### src/rtl/cpu_pkg.sv
// Shared constants and fetch-state encoding for the 16-bit CPU front end.
package cpu_pkg;
    localparam int AW = 12;
    localparam int IW = 16;
    localparam logic [AW-1:0] RESET_PC_DEFAULT = 12'h000;

    typedef enum logic {
        RUN  = 1'b0,
        DROP = 1'b1
    } fetch_state_t;
endpackage

### src/rtl/instruction_fetch_unit_if.sv
// Fetch-unit bus: instruction-memory request/response plus decoder handshake and redirect.
interface instruction_fetch_unit_if;
    import cpu_pkg::*;

    logic          fetch_en;
    logic          mem_req;
    logic [AW-1:0] mem_addr;
    logic [IW-1:0] mem_rdata;
    logic          mem_rvalid;
    logic [IW-1:0] inst;
    logic [AW-1:0] inst_pc;
    logic          inst_valid;
    logic          inst_ready;
    logic          jump_signal;
    logic [AW-1:0] jump_address;

    modport master (
        input  fetch_en, mem_rdata, mem_rvalid, inst_ready, jump_signal, jump_address,
        output mem_req, mem_addr, inst, inst_pc, inst_valid
    );

    modport slave (
        output fetch_en, mem_rdata, mem_rvalid, inst_ready, jump_signal, jump_address,
        input  mem_req, mem_addr, inst, inst_pc, inst_valid
    );
endinterface

### src/rtl/fetch_skid_buffer.sv
// In-order 2-entry holding buffer: output register plus one prefetch register.
// Latency: a push into an empty (or draining) output register is visible next cycle.
// Backpressure: caller must not push when occ==2 and no pop; flush empties both entries.
module fetch_skid_buffer
    import cpu_pkg::*;
(
    input  logic          clk,
    input  logic          reset_n,
    input  logic          flush,
    input  logic          push,
    input  logic [IW-1:0] push_inst,
    input  logic [AW-1:0] push_pc,
    input  logic          pop,
    output logic [IW-1:0] out_inst,
    output logic [AW-1:0] out_pc,
    output logic          out_vld,
    output logic [1:0]    occ
);
    logic [IW-1:0] out_inst_q, out_inst_d, buf_inst_q, buf_inst_d;
    logic [AW-1:0] out_pc_q, out_pc_d, buf_pc_q, buf_pc_d;
    logic          out_vld_q, out_vld_d, buf_vld_q, buf_vld_d;

    always_comb begin
        out_inst_d = out_inst_q;
        out_pc_d   = out_pc_q;
        out_vld_d  = out_vld_q;
        buf_inst_d = buf_inst_q;
        buf_pc_d   = buf_pc_q;
        buf_vld_d  = buf_vld_q;
        if (flush) begin
            out_vld_d = 1'b0;
            buf_vld_d = 1'b0;
        end else if (!out_vld_q || pop) begin
            // Output slot frees up: the older prefetched word always goes first.
            if (buf_vld_q) begin
                out_inst_d = buf_inst_q;
                out_pc_d   = buf_pc_q;
                out_vld_d  = 1'b1;
                buf_vld_d  = push;
                if (push) begin
                    buf_inst_d = push_inst;
                    buf_pc_d   = push_pc;
                end
            end else begin
                out_vld_d = push;
                if (push) begin
                    out_inst_d = push_inst;
                    out_pc_d   = push_pc;
                end
            end
        end else if (push) begin
            buf_inst_d = push_inst;
            buf_pc_d   = push_pc;
            buf_vld_d  = 1'b1;
        end
    end

    always_ff @(posedge clk or negedge reset_n) begin
        if (!reset_n) begin
            out_inst_q <= '0;
            out_pc_q   <= '0;
            out_vld_q  <= 1'b0;
            buf_inst_q <= '0;
            buf_pc_q   <= '0;
            buf_vld_q  <= 1'b0;
        end else begin
            out_inst_q <= out_inst_d;
            out_pc_q   <= out_pc_d;
            out_vld_q  <= out_vld_d;
            buf_inst_q <= buf_inst_d;
            buf_pc_q   <= buf_pc_d;
            buf_vld_q  <= buf_vld_d;
        end
    end

    assign out_inst = out_inst_q;
    assign out_pc   = out_pc_q;
    assign out_vld  = out_vld_q;
    assign occ      = {1'b0, out_vld_q} + {1'b0, buf_vld_q};
endmodule

### src/rtl/instruction_fetch_unit.sv
// CPU front end: PC, single-outstanding instruction-memory requests, wrong-path DROP FSM.
// Latency: first inst_valid two cycles after reset release with a 1-cycle memory.
// Backpressure: stops requesting when two words are held; requests are never withdrawn.
module instruction_fetch_unit
    import cpu_pkg::*;
#(
    parameter logic [AW-1:0] RESET_PC = RESET_PC_DEFAULT
) (
    input  logic                     clk,
    input  logic                     reset_n,
    instruction_fetch_unit_if.master bus
);
    fetch_state_t  state_q, state_d;
    logic [AW-1:0] fetch_pc_q, fetch_pc_d;
    logic [AW-1:0] mem_addr_q, mem_addr_d;
    logic          mem_req_q, mem_req_d;

    logic          consume, jump, complete, pending, push, issue;
    logic [AW-1:0] target;
    logic [IW-1:0] inst;
    logic [AW-1:0] inst_pc;
    logic          inst_valid;
    logic [1:0]    occ, occ_next;

    assign consume  = inst_valid && bus.inst_ready;
    assign jump     = consume && bus.jump_signal;
    assign target   = inst_pc + bus.jump_address;
    assign complete = mem_req_q && bus.mem_rvalid;
    assign pending  = mem_req_q && !bus.mem_rvalid;
    // A word arriving alongside a taken jump is wrong-path and never stored.
    assign push     = (state_q == RUN) && complete && !jump;
    assign occ_next = jump ? 2'd0 : (occ - {1'b0, consume} + {1'b0, push});

    always_comb begin
        state_d    = state_q;
        fetch_pc_d = fetch_pc_q;
        if (jump) begin
            fetch_pc_d = target;
        end else if (push) begin
            fetch_pc_d = fetch_pc_q + AW'(1);
        end
        case (state_q)
            RUN:     if (jump && pending) state_d = DROP;
            DROP:    if (complete) state_d = RUN;
            default: state_d = RUN;
        endcase
        issue      = (state_q == RUN) && bus.fetch_en && !pending && (occ_next < 2'd2);
        mem_req_d  = pending || issue;
        mem_addr_d = issue ? fetch_pc_d : mem_addr_q;
    end

    always_ff @(posedge clk or negedge reset_n) begin
        if (!reset_n) begin
            state_q    <= RUN;
            fetch_pc_q <= RESET_PC;
            mem_addr_q <= RESET_PC;
            mem_req_q  <= 1'b0;
        end else begin
            state_q    <= state_d;
            fetch_pc_q <= fetch_pc_d;
            mem_addr_q <= mem_addr_d;
            mem_req_q  <= mem_req_d;
        end
    end

    fetch_skid_buffer u_skid (
        .clk       (clk),
        .reset_n   (reset_n),
        .flush     (jump),
        .push      (push),
        .push_inst (bus.mem_rdata),
        .push_pc   (mem_addr_q),
        .pop       (consume),
        .out_inst  (inst),
        .out_pc    (inst_pc),
        .out_vld   (inst_valid),
        .occ       (occ)
    );

    assign bus.mem_req    = mem_req_q;
    assign bus.mem_addr   = mem_addr_q;
    assign bus.inst       = inst;
    assign bus.inst_pc    = inst_pc;
    assign bus.inst_valid = inst_valid;
endmodule
### src/flat_wrapper.sv
// flat-port wrapper written by rule: the top's interface ports become plain ports
module instruction_fetch_unit_flat import cpu_pkg::*;
#(
    parameter logic [AW-1:0] RESET_PC = RESET_PC_DEFAULT
)
  (clk, reset_n, bus_fetch_en, bus_mem_rdata, bus_mem_rvalid, bus_inst_ready, bus_jump_signal, bus_jump_address, bus_mem_req, bus_mem_addr, bus_inst, bus_inst_pc, bus_inst_valid);
  instruction_fetch_unit_if bus_i ();
  input  logic clk;
  input  logic reset_n;
  input wire logic [$bits(bus_i.fetch_en)-1:0] bus_fetch_en;
  input wire logic [$bits(bus_i.mem_rdata)-1:0] bus_mem_rdata;
  input wire logic [$bits(bus_i.mem_rvalid)-1:0] bus_mem_rvalid;
  input wire logic [$bits(bus_i.inst_ready)-1:0] bus_inst_ready;
  input wire logic [$bits(bus_i.jump_signal)-1:0] bus_jump_signal;
  input wire logic [$bits(bus_i.jump_address)-1:0] bus_jump_address;
  output wire logic [$bits(bus_i.mem_req)-1:0] bus_mem_req;
  output wire logic [$bits(bus_i.mem_addr)-1:0] bus_mem_addr;
  output wire logic [$bits(bus_i.inst)-1:0] bus_inst;
  output wire logic [$bits(bus_i.inst_pc)-1:0] bus_inst_pc;
  output wire logic [$bits(bus_i.inst_valid)-1:0] bus_inst_valid;
  assign bus_i.fetch_en = bus_fetch_en;
  assign bus_i.mem_rdata = bus_mem_rdata;
  assign bus_i.mem_rvalid = bus_mem_rvalid;
  assign bus_i.inst_ready = bus_inst_ready;
  assign bus_i.jump_signal = bus_jump_signal;
  assign bus_i.jump_address = bus_jump_address;
  assign bus_mem_req = bus_i.mem_req;
  assign bus_mem_addr = bus_i.mem_addr;
  assign bus_inst = bus_i.inst;
  assign bus_inst_pc = bus_i.inst_pc;
  assign bus_inst_valid = bus_i.inst_valid;
  instruction_fetch_unit #(.RESET_PC(RESET_PC)) u_core (.clk(clk), .reset_n(reset_n), .bus(bus_i));
endmodule
### config.mk
export PLATFORM = sky130hd
export DESIGN_NAME = instruction_fetch_unit_flat
export DESIGN_NICKNAME = d
export VERILOG_FILES = /design/src/rtl/cpu_pkg.sv /design/src/rtl/instruction_fetch_unit_if.sv /design/src/rtl/fetch_skid_buffer.sv /design/src/rtl/instruction_fetch_unit.sv /design/src/flat_wrapper.sv
export SDC_FILE = /design/constraint.sdc
export NUM_CORES = 1
export LEC_CHECK = 0
export CELL_PAD_IN_SITES_DETAIL_PLACEMENT = 0
export CELL_PAD_IN_SITES_GLOBAL_PLACEMENT = 2
export CORE_MARGIN = 2
export CORE_UTILIZATION = 38
export CTS_BUF_LIST = sky130_fd_sc_hd__clkbuf_2
export CTS_CLUSTER_DIAMETER = 200
export CTS_CLUSTER_SIZE = 16
export DETAILED_ROUTE_END_ITERATION = 6
export PLACE_DENSITY_LB_ADDON = 0.1
export SYNTH_ARGS = -nofsm -noshare
export SYNTH_HDL_FRONTEND = slang
export SYNTH_SLANG_ARGS = --single-unit
### constraint.sdc
create_clock -name clk -period 4.4 [get_ports clk]
set_input_delay 0.88 -clock clk [delete_from_list [all_inputs] [get_ports clk]]
set_output_delay 0.88 -clock clk [all_outputs]
set_load 0.1 [all_outputs]
---- After elaboration in Yosys (flattened, before gate mapping) ----
Cells that the tools add are included.
operators by class
  add/subtract/negate cells ............... 5
  order comparisons ....................... 1
  eq/ne operators ......................... 1
  multiplexer cells ....................... 23
  bitwise logic cells ..................... 2
  reductions and logical operators ........ 21
operators with widths
  cell                   number
  $mux 12                7
  $mux 16                5
  $add 12x1->12 const B  1
  $add 12x12->12         1
  $logic_and 1x1->1      10
  $mux 1                 9
  $logic_not 1->1        4
  $reduce_bool 2->1      2
  $reduce_and 3->1       1
  $reduce_bool 3->1      1
  $add 1x1->2            1
  $add 2x1->2            1
  $logic_or 1x1->1       2
  $lt 2x2->1 const B     1
  $mux 2                 1
  $ne 2x2->1 const B     1
  $not 1->1              2
  $pmux 1 s2             1
  $reduce_and 2->1       1
  $sub 2x1->2            1
word-level totals
  bits in registers ....................... 84
  input port bits ......................... 34
  output and inout bits ................... 42
  logic and storage cells ................. 63

---- Logic depth before layout (Yosys ltp) ----
Gate-level depths: netlist of run 1.
  depth in word-level cells ............... 9
  mapped depth ............................ 9
  mapped depth without buffers ............ 9

---- Hierarchy ----
From an unflattened synthesis of run 1, not the netlist that was laid out.
second synthesis, totals
  cells, all modules ...................... 350
  area, all modules ....................... 4317.9 µm²
by module, submodules not included
  module                  instances  cells an instance  area an instance (µm²)  seq. area each (µm²)
  fetch_skid_buffer       1          161                2536.2                  1451.4
  instruction_fetch_unit  1          189                1781.7                  650.6

---- Worst setup path after synthesis of run 1 ----
Ideal clock, no wire load.
  path kind ............................... register to register
  start ................................... register u_core.u_skid.out_vld_q, in the netlist u_core.u_skid.out_vld
  end ..................................... register u_core.mem_addr_q[10], in the netlist u_core.bus.mem_addr[10]
  setup time .............................. 126 ps
  data arrival time ....................... 2883 ps
  data required time ...................... 4274 ps
  slack ................................... 1392 ps
  stages on the path, launching flop included .. 8
  path buffers ............................ 1
  period minus slack after synthesis ...... 3008 ps
  path through ............................ dfrtp_1 -> and2_2 -> ha_1 -> maj3_1 -> xnor2_1 -> a2111oi_2 -> buf_6 -> mux2_2
between the ends
  longest elaborated chain between the ends .. 8
  elaborated cells between the ends (all ways) .. 12
  those cells by class .................... add/sub (3); order compare (1); mux (3); reduce/logical (5)
RTL lines
  item                                                 line                          source
  start: declaration                                   fetch_skid_buffer.sv:21       logic out_vld_q, out_vld_d, buf_vld_q, buf_vld_d;
  start signal: assignment                             fetch_skid_buffer.sv:69       out_vld_q <= out_vld_d;
  branches (longest 8 deep; another with $add 1x1->2)  n/a
  end signal: assignment                               instruction_fetch_unit.sv:61  mem_addr_q <= mem_addr_d;
  end: declaration                                     instruction_fetch_unit.sv:15  logic [AW-1:0] mem_addr_q, mem_addr_d;
Several ways; the timed one is not identified.
A chain may end at the register's enable or synchronous reset.

---- Worst setup path after layout of run 1 ----
  start ................................... register u_core.mem_req_q, in the netlist u_core.bus.mem_req
  end ..................................... output bus_mem_req
RTL lines
  item                      line                          source
  start: declaration        instruction_fetch_unit.sv:16  logic mem_req_q, mem_req_d;
  start signal: assignment  instruction_fetch_unit.sv:62  mem_req_q <= mem_req_d;
  end: declaration          flat_wrapper.sv:16            output wire logic [$bits(bus_i.mem_req)-1:0] bus_mem_req;
No word-level cell between the ends.

==> reports/results.tsv, run 1 <==
stage	metric	value	unit
outcome	status	completed	
grt	initial antenna violation count	1	
detailed_routing	WL final	9670	µm
timing	max_slew headroom	0.305	
grt	M1 GR Usage	0.235	
worst_setup_path	crit path capture type	output port	
logic_synthesis	Cell variety after synth	51	
timing	FMAX	0.320	GHz
worst_setup_path	CP bufs+invs	1	
timing	count of final setup violators	0	
finish	commonest non-fill, non-tap cells in the layout	83 x dfrtp_1, 74 x clkdlybuf4s50_1, 44 x o21ai_0	
timing	period utilization	0.710	
detailed_routing	DRT iter0 DRCs	89	
logic_synthesis	Seq/Total Area, Yosys	0.498	
clocking	clk sinks	84	
worst_setup_path	R2R Setup Slk	1600	ps
worst_setup_path	Largest stage delay, worst path	1190	ps
logic_synthesis	commonest register cell after synthesis	dfrtp_1	
logic_synthesis	ys async rst share	1.00	
worst_setup_path	worst-path cell chain	clkdlybuf4s50_1	
clocking	clock-pin slew on the worst setup and hold paths	230	ps
die	DIE AREA	0.0120	mm²
worst_setup_path	Max stage delay cell, worst path	clkdlybuf4s50_1	
finish	Layout area overhead	23.7	%
detailed_routing	wire per inst	16.2	µm
clocking	hold buffer count at CTS	0	
timing	min Tclk post-route	3120	ps
worst_setup_path	Worst EP arrival	2240	ps
grt	pin count of the biggest net entering global routing	64	
finish	share of post-route cells with drive strength above 1	0.149	
grt	total congestion overflow	0	
detailed_routing	DRC Markers	0	
finish	final net count	499	
finish	multi-input logic area	0.00200	mm²
timing	RSZ-0062 raised after global routing	false	
clocking	cts bufs inserted	9	
place	Final HPWL DP	6620	µm
clocking	CTS root buffer	clkbuf_2	
place	instance area at placement	0.00509	mm²
logic_synthesis	Net Count, Synth	426	
clocking	post-CTS setup buffer count	0	
worst_setup_path	crit path kind	flip-flop to output port	
die	CORE AREA	0.0108	mm²
clocking	Clock Path Buffers	2	
die	num rows	38	
worst_setup_path	CP top delay family	buffers and inverters	
detailed_routing	via count	3037	
logic_synthesis	Synth Cell Area	0.00422	mm²
logic_synthesis	Yosys Warn Count	0	
grt	GR peak layer	met2	
finish	final core utilization	0.482	
run	total of max-cap violations	0	
finish	number of fill cells	1048	
timing	Setup Skew	28.8	ps
timing	slew of the pin with the lowest slew margin	1040	ps
worst_setup_path	Startpoint Class	flip-flop	
logic_synthesis	Post-synth EDFFs	0	
die	# IOs	76	
die	Initial Util	0.389	
grt	grt met2 use	0.277	
grt	vias in the first global route	3161	
logic_synthesis	Mapped Cells	378	
die	chip width	109	µm
detailed_routing	number of vias per cell	5.09	
finish	register area	0.00210	mm²
grt	Total Routing Usage GR	0.178	
place	RD Place Congestion	0.741	
timing	Slew Viols, Final	0	
logic_synthesis	Yosys reg bits	84	
finish	commonest non-fill, non-tap cell in the layout	dfrtp_1	
grt	met3 track demand over resource	0.0492	
finish	Final Cell Area	0.00522	mm²
clocking	clk_lat worst skew	550	ps
detailed_routing	post-route ant nets	0	
logic_synthesis	Avg Cell Area, Syn	11.2	µm²
worst_setup_path	Worst Path Required	3520	ps
clocking	post_cts resized	0	
worst_setup_path	Crit Path Max Fanout	6	
timing	final hold vios	0	
place	PortBufs	75	
clocking	TritonCTS clock tree	built	
min_path	worst hold path type	primary input to asynchronous set/reset pin	
grt	first-pass GRT wire length	16100	µm
detailed_routing	Detailed Routing Iterations Pass 1	6	
clocking	H-tree depth	3	
timing	Final TNS setup	0	ps
die	Die H	109	µm
-- cell usage after synthesis, drive strengths merged, types with 4 or more instances --
cell    instances  area share
xnor2           6       0.012
nand3           6      0.0071
nand2b          6      0.0089
mux2i          30       0.071
o21ai          45       0.053
nor2           12       0.011
and3            5      0.0077
inv             6      0.0053
a21oi          10       0.012
clkbuf          9      0.0080
mux2           39        0.10
ha             13       0.039
buf             9       0.015
xor2            8       0.017
dfrtp          84        0.50
nand4           4      0.0059
nand2          43       0.038
-- kinds of logic after synthesis --
| logic type | count (synthesis) | share of synthesized area |
|---|---|---|
| AND/OR/NAND/NOR | 93 | 0.108 |
| flip-flops | 84 | 0.498 |
| AO/OA/AOI/OAI | 79 | 0.116 |
| multiplexers | 69 | 0.175 |
| buffers and inverters | 24 | 0.0287 |
| adder cells (fa/ha/maj) | 15 | 0.0456 |
| XOR/XNOR | 14 | 0.0290 |
-- stage by stage --
stage / setup WS, ps / std cells / hold WS (ps)
finish: 1280 / 597 / 401
global placement: 712 / 580 / 465
CTS: 1230 / 596 / 365
floorplan: 1390 / 378 / 479
global route: 1150 / 597 / 391
detailed placement: 646 / 580 / 474
-- worst reg2reg max path, stage by stage, from the launching register on --
cell and delay (ps):
dfrtp_1 460, and2_2 210, ha_1 270, maj3_1 340, xnor2_1 160, a2111oi_2 670, buf_4 280, mux2_2 340
-- flip-flops by register name, indices dropped and copies added, names as in the netlist --
name,count
u_core.u_skid.out_vld,1
u_core.u_skid.buf_pc_q,12
u_core.u_skid.out_inst,16
u_core.bus.mem_req,1
u_core.u_skid.out_pc,12
u_core.u_skid.buf_inst_q,16
u_core.bus.mem_addr,12
u_core.u_skid.buf_vld_q,1
u_core.fetch_pc_q,12
u_core.state_q,1
-- area by class of cell --
class / instances / area share
tap: 140 / 0.0335
sequential: 84 / 0.403
multi-input combinational: 270 / 0.384
clock buffer: 10 / 0.00958
timing repair buffer: 80 / 0.150
inverter: 6 / 0.00431
clock inverter: 6 / 0.0151
antenna: 1 / 0.000479
-- path summary, 6_finish.rpt --
kind                                                 from                         to  cells after the start
worst max register to register      u_core.u_skid.out_vld     u_core.bus.mem_addr[2]                      7
max in group asynchronous                         reset_n    u_core.u_skid.buf_vld_q                      2
min in group clk                u_core.u_skid.out_inst[2]  u_core.u_skid.out_inst[2]                      2
worst min-delay path                              reset_n       u_core.fetch_pc_q[2]                      1
worst max-delay path                   u_core.bus.mem_req                bus_mem_req                      1
worst min register to register  u_core.u_skid.out_inst[2]  u_core.u_skid.out_inst[2]                      2
-- per-layer routing --
| metal | wire length, µm | up-vias |
|---|---|---|
| met5 | 0 | - |
| met4 | 179 | 0 |
| met3 | 407 | 12 |
| met2 | 4450 | 50 |
| met1 | 4630 | 1474 |
| li1 | - | 1501 |
Power of run 1 is left out: the tool's default activity adds up to more than one toggle a clock period on the data nets, which glitch-free logic cannot reach.
==> inputs of run 2 (changes only) <==
--- a/config.mk
+++ b/config.mk
@@ -8,7 +8,7 @@
 export CELL_PAD_IN_SITES_DETAIL_PLACEMENT = 0
 export CELL_PAD_IN_SITES_GLOBAL_PLACEMENT = 2
 export CORE_MARGIN = 2
-export CORE_UTILIZATION = 38
+export CORE_UTILIZATION = 35
 export CTS_BUF_LIST = sky130_fd_sc_hd__clkbuf_2
 export CTS_CLUSTER_DIAMETER = 200
 export CTS_CLUSTER_SIZE = 16
==> constraint.sdc (replaced) <==
create_clock -name clk -period 3.1 [get_ports clk]
set_input_delay 0.62 -clock clk [delete_from_list [all_inputs] [get_ports clk]]
set_output_delay 0.62 -clock clk [all_outputs]
set_load 0.1 [all_outputs]
==> reports/results.tsv, run 2 (same netlist as run 1, synthesis figures left out) <==
stage	metric	value	unit
outcome	status	completed	
timing	RSZ-0062 raised after global routing	false	
worst_setup_path	RR Endpoint	u_core.bus.mem_addr[2]	
die	CORE AREA	0.0119	mm²
detailed_routing	via count	3108	
finish	Layout area overhead	24.3	%
die	num rows	40	
worst_setup_path	Worst EP arrival	2990	ps
timing	period utilization	0.808	
timing	count of final setup violators	0	
detailed_routing	DRC Markers	0	
timing	Setup Skew	35.5	ps
detailed_routing	post-route ant nets	0	
clocking	clk sinks	84	
detailed_routing	wire per inst	15.9	µm
place	RD Place Congestion	0.764	
min_path	worst hold path type	primary input to asynchronous set/reset pin	
finish	multi-input logic area	0.00200	mm²
finish	non-filler cells, final	617	
grt	vias in the first global route	3143	
place	instance area at placement	0.00510	mm²
timing	final hold vios	0	
place	PortBufs	75	
timing	slew of the pin with the lowest slew margin	564	ps
finish	final net count	513	
run	total of max-cap violations	0	
place	post-placement cell count	600	
worst_setup_path	Worst Path Required	3580	ps
clocking	clock-pin slew on the worst setup and hold paths	250	ps
clocking	CTS root buffer	clkbuf_2	
detailed_routing	DRT iter0 DRCs	91	
timing	Slew Viols, Final	0	
die	chip width	114	µm
worst_setup_path	Largest stage delay, worst path	460	ps
grt	Total Routing Usage GR	0.164	
detailed_routing	number of vias per cell	5.04	
grt	total congestion overflow	0	
clocking	cts bufs inserted	9	
worst_setup_path	crit path capture type	flip-flop	
die	Die H	114	µm
finish	commonest non-fill, non-tap cells in the layout	83 x dfrtp_1, 60 x buf_4, 44 x o21ai_0	
die	Initial Util	0.354	
worst_setup_path	Crit Path Max Fanout	7	
worst_setup_path	crit path kind	flip-flop to flip-flop	
detailed_routing	WL final	9830	µm
grt	initial antenna violation count	0	
finish	number of fill cells	1154	
worst_setup_path	worst r2r src	u_core.u_skid.out_vld	
worst_setup_path	worst-path cell chain	and2_2 -> ha_1 -> maj3_1 -> xnor2_1 -> a2111oi_2 -> buf_4 -> mux2_2	
finish	share of post-route cells with drive strength above 1	0.266	
die	DIE AREA	0.0130	mm²
finish	register area	0.00210	mm²
clocking	TritonCTS clock tree	built	
clocking	clk_lat worst skew	590	ps
finish	commonest non-fill, non-tap cell in the layout	dfrtp_1	
detailed_routing	Detailed Routing Iterations Pass 1	4	
die	# IOs	76	
grt	pin count of the biggest net entering global routing	36	
place	Final HPWL DP	7140	µm
clocking	Clock Path Buffers	2	
worst_setup_path	CP bufs+invs	1	
timing	min Tclk post-route	2510	ps
worst_setup_path	CP top delay family	adder cells	
finish	Final Cell Area	0.00525	mm²
timing	max_slew headroom	0.624	
worst_setup_path	depth of the most critical reg-to-reg path	7	
clocking	H-tree depth	3	
timing	FMAX	0.399	GHz
timing	worst hold margin	486	ps
finish	final core utilization	0.440	
grt	first-pass GRT wire length	16300	µm
worst_setup_path	Startpoint Class	flip-flop	
finish	number of diodes	0	
worst_setup_path	R2R Setup Slk	590	ps
worst_setup_path	Max stage delay cell, worst path	dfrtp_1	
[run 2: what timing repair did]
action | 4_1_cts | 5_1_grt
buffers inserted | 0 | 0
gates resized for setup | 0 | 0
hold endpoints to repair | 32 | 0
hold buffers | 1 | 0
[run 2: worst max path at each step]
| stage | start | to | depth (start not counted) |
|---|---|---|---|
| final | u_core.u_skid.out_vld | u_core.bus.mem_addr[2] | 7 |
| after global routing | u_core.u_skid.out_vld | u_core.bus.mem_addr[1] | 7 |
| after floorplan | u_core.u_skid.out_vld | u_core.bus.mem_addr[10] | 7 |
| after CTS | u_core.u_skid.out_vld | u_core.bus.mem_addr[4] | 7 |
| after global placement | bus_inst_ready | u_core.bus.mem_addr[0] | 8 |
| after detailed placement | bus_inst_ready | u_core.bus.mem_addr[4] | 8 |
[run 2: cell type report]
cell class                 count  area share
tap                          147      0.0351
inverter                       6     0.00429
sequential                    84       0.401
timing repair buffer          94       0.153
clock buffer                  11      0.0105
multi-input combinational    270       0.382
clock inverter                 5      0.0145
[run 2: per-layer routing]
metal / share of wire / track usage
met5: 0 / 0
met4: 0.019 / 0.0707
met3: 0.037 / 0.0319
met2: 0.47 / 0.255
met1: 0.47 / 0.225
[run 2: metrics by stage]
stage	worst slack, ps	TNS [ps]
after floorplan	91.8	0
final	595	0
after global placement	-40.1	-276
after global routing	429	0
after detailed placement	-39.5	-259
after CTS	572	0
Power of run 2 is left out for the same reason.
==> inputs of run 3 (changes only) <==
--- a/config.mk
+++ b/config.mk
@@ -8,7 +8,7 @@
 export CELL_PAD_IN_SITES_DETAIL_PLACEMENT = 0
 export CELL_PAD_IN_SITES_GLOBAL_PLACEMENT = 2
 export CORE_MARGIN = 2
-export CORE_UTILIZATION = 35
+export CORE_UTILIZATION = 32
 export CTS_BUF_LIST = sky130_fd_sc_hd__clkbuf_2
 export CTS_CLUSTER_DIAMETER = 200
 export CTS_CLUSTER_SIZE = 16
==> constraint.sdc (replaced) <==
create_clock -name clk -period 2.16 [get_ports clk]
set_input_delay 0.432 -clock clk [delete_from_list [all_inputs] [get_ports clk]]
set_output_delay 0.432 -clock clk [all_outputs]
set_load 0.1 [all_outputs]
==> reports/results.tsv, run 3 (same netlist as run 1, synthesis figures left out) <==
stage	metric	value	unit
clocking	Clock Path Buffers	2	
finish	Layout area overhead	36.3	%
die	CORE AREA	0.0128	mm²
grt	pin count of the biggest net entering global routing	40	
detailed_routing	Detailed Routing Iterations Pass 1	4	
min_path	worst hold path type	primary input to asynchronous set/reset pin	
worst_setup_path	worst r2r src	u_core.u_skid.out_vld	
detailed_routing	wire per inst	15.7	µm
clocking	clk_lat worst skew	600	ps
grt	total congestion overflow	0	
worst_setup_path	crit path kind	flip-flop to flip-flop	
worst_setup_path	Crit Path Max Fanout	4	
timing	Final TNS setup	-1690	ps
die	DIE AREA	0.0141	mm²
die	chip width	119	µm
place	RD Place Congestion	0.805	
worst_setup_path	worst-path cell chain	and2_4 -> ha_4 -> maj3_2 -> xnor2_2 -> a2111oi_4 -> buf_4 -> mux2_4	
die	num rows	41	
grt	Total Routing Usage GR	0.159	
die	Initial Util	0.330	
clocking	TritonCTS clock tree	built	
finish	commonest non-fill, non-tap cells in the layout	84 x buf_4, 72 x dfrtp_1, 43 x nand2_1	
finish	number of diodes	0	
worst_setup_path	Largest stage delay, worst path	530	ps
die	# IOs	76	
grt	first-pass GRT wire length	17600	µm
finish	commonest non-fill, non-tap cell in the layout	buf_4	
grt	vias in the first global route	3468	
finish	final net count	543	
die	Die H	119	µm
timing	min Tclk post-route	2320	ps
place	PortBufs	75	
timing	max_slew headroom	0.602	
timing	period utilization	1.08	
finish	number of fill cells	1227	
worst_setup_path	Worst Path Required	2680	ps
timing	Setup Skew	15.8	ps
timing	FMAX	0.431	GHz
detailed_routing	via count	3220	
clocking	clk sinks	84	
detailed_routing	number of vias per cell	4.79	
detailed_routing	DRC Markers	0	
timing	count of final setup violators	11	
clocking	cts bufs inserted	9	
timing	Slew Viols, Final	0	
detailed_routing	post-route ant nets	0	
place	post-placement cell count	655	
worst_setup_path	Startpoint Class	flip-flop	
place	Place WS	-622	ps
worst_setup_path	Worst EP arrival	2840	ps
place	Final HPWL DP	7460	µm
finish	share of post-route cells with drive strength above 1	0.368	
clocking	clock-pin slew on the worst setup and hold paths	250	ps
outcome	violations in the final reports	negative setup slack	
timing	RSZ-0062 raised after global routing	true	
grt	initial antenna violation count	0	
worst_setup_path	Max stage delay cell, worst path	dfrtp_4	
timing	final hold vios	0	
detailed_routing	WL final	10500	µm
timing	slew of the pin with the lowest slew margin	598	ps
run	total of max-cap violations	0	
clocking	H-tree depth	3	
outcome	status	complete, but fails checks	
timing	fin worst setup slack	-163	ps
clocking	post-CTS setup buffer count	0	
worst_setup_path	crit path capture type	flip-flop	
clocking	CTS root buffer	clkbuf_2	
worst_setup_path	Crit. Startpoint	u_core.u_skid.out_vld	
finish	non-filler cells, final	672	
detailed_routing	DRT iter0 DRCs	117	
run 3: worst paths after layout:
check | slack [ps] | cells past startpoint | endpoint
min | 320 | 2 | u_core.u_skid.buf_pc_q[2]
max in group asynchronous | 1230 | 3 | u_core.bus.mem_req
max reg2reg | -160 | 7 | u_core.bus.mem_addr[2]
min reg2reg | 520 | 2 | u_core.u_skid.out_inst[15]
max | -160 | 7 | u_core.bus.mem_addr[2]
min in group clk | 440 | 2 | u_core.u_skid.buf_inst_q[12]
run 3: cell type report:
type                       instances  area, µm²  share of cell area
inverter                           6       22.5             0.00391
sequential                        84       2130               0.370
timing repair buffer             124       1090               0.190
multi-input combinational        270       2180               0.378
clock inverter                     7       75.1              0.0130
tap                              172        215              0.0374
clock buffer                       9       45.0             0.00783
run 3: worst max-delay path: cells and delay by family (launching register included):
kind | cells | cell delay, ps
compound gates | 1 | 350
xor+xnor | 1 | 170
fa+ha+maj | 2 | 520
buf+inv | 1 | 220
flops | 1 | 530
mux | 1 | 300
simple gates | 1 | 150
run 3: metal layers:
metal / routed length (µm) / part of all wire / GRT usage
met1: 4910 / 0.47 / 0.203
met2: 4990 / 0.47 / 0.260
met3: 438 / 0.042 / 0.0354
met4: 191 / 0.018 / 0.0692
met5: 0 / 0 / 0
run 3: repair_timing:
| item | CTS | global route |
|---|---|---|
| resized for setup | 8 | 8 |
| endpoints found under the hold margin | 36 | 0 |
| hold buffers | 1 | 0 |
| gates cloned | 0 | 0 |
| pin swaps | 2 | 1 |
| setup endpoints to repair | 14 | 15 |
run 3: metrics by stage:
stage | hold WS, ps | utilization | cell area (µm²)
after floorplan | 136 | - | 4350
after global placement | 462 | 0.435 | 5560
after detailed placement | 466 | 0.435 | 5560
after CTS | 293 | 0.448 | 5720
after global routing | 304 | 0.451 | 5760
final | 321 | 0.451 | 5760
Power of run 3 is left out for the same reason.
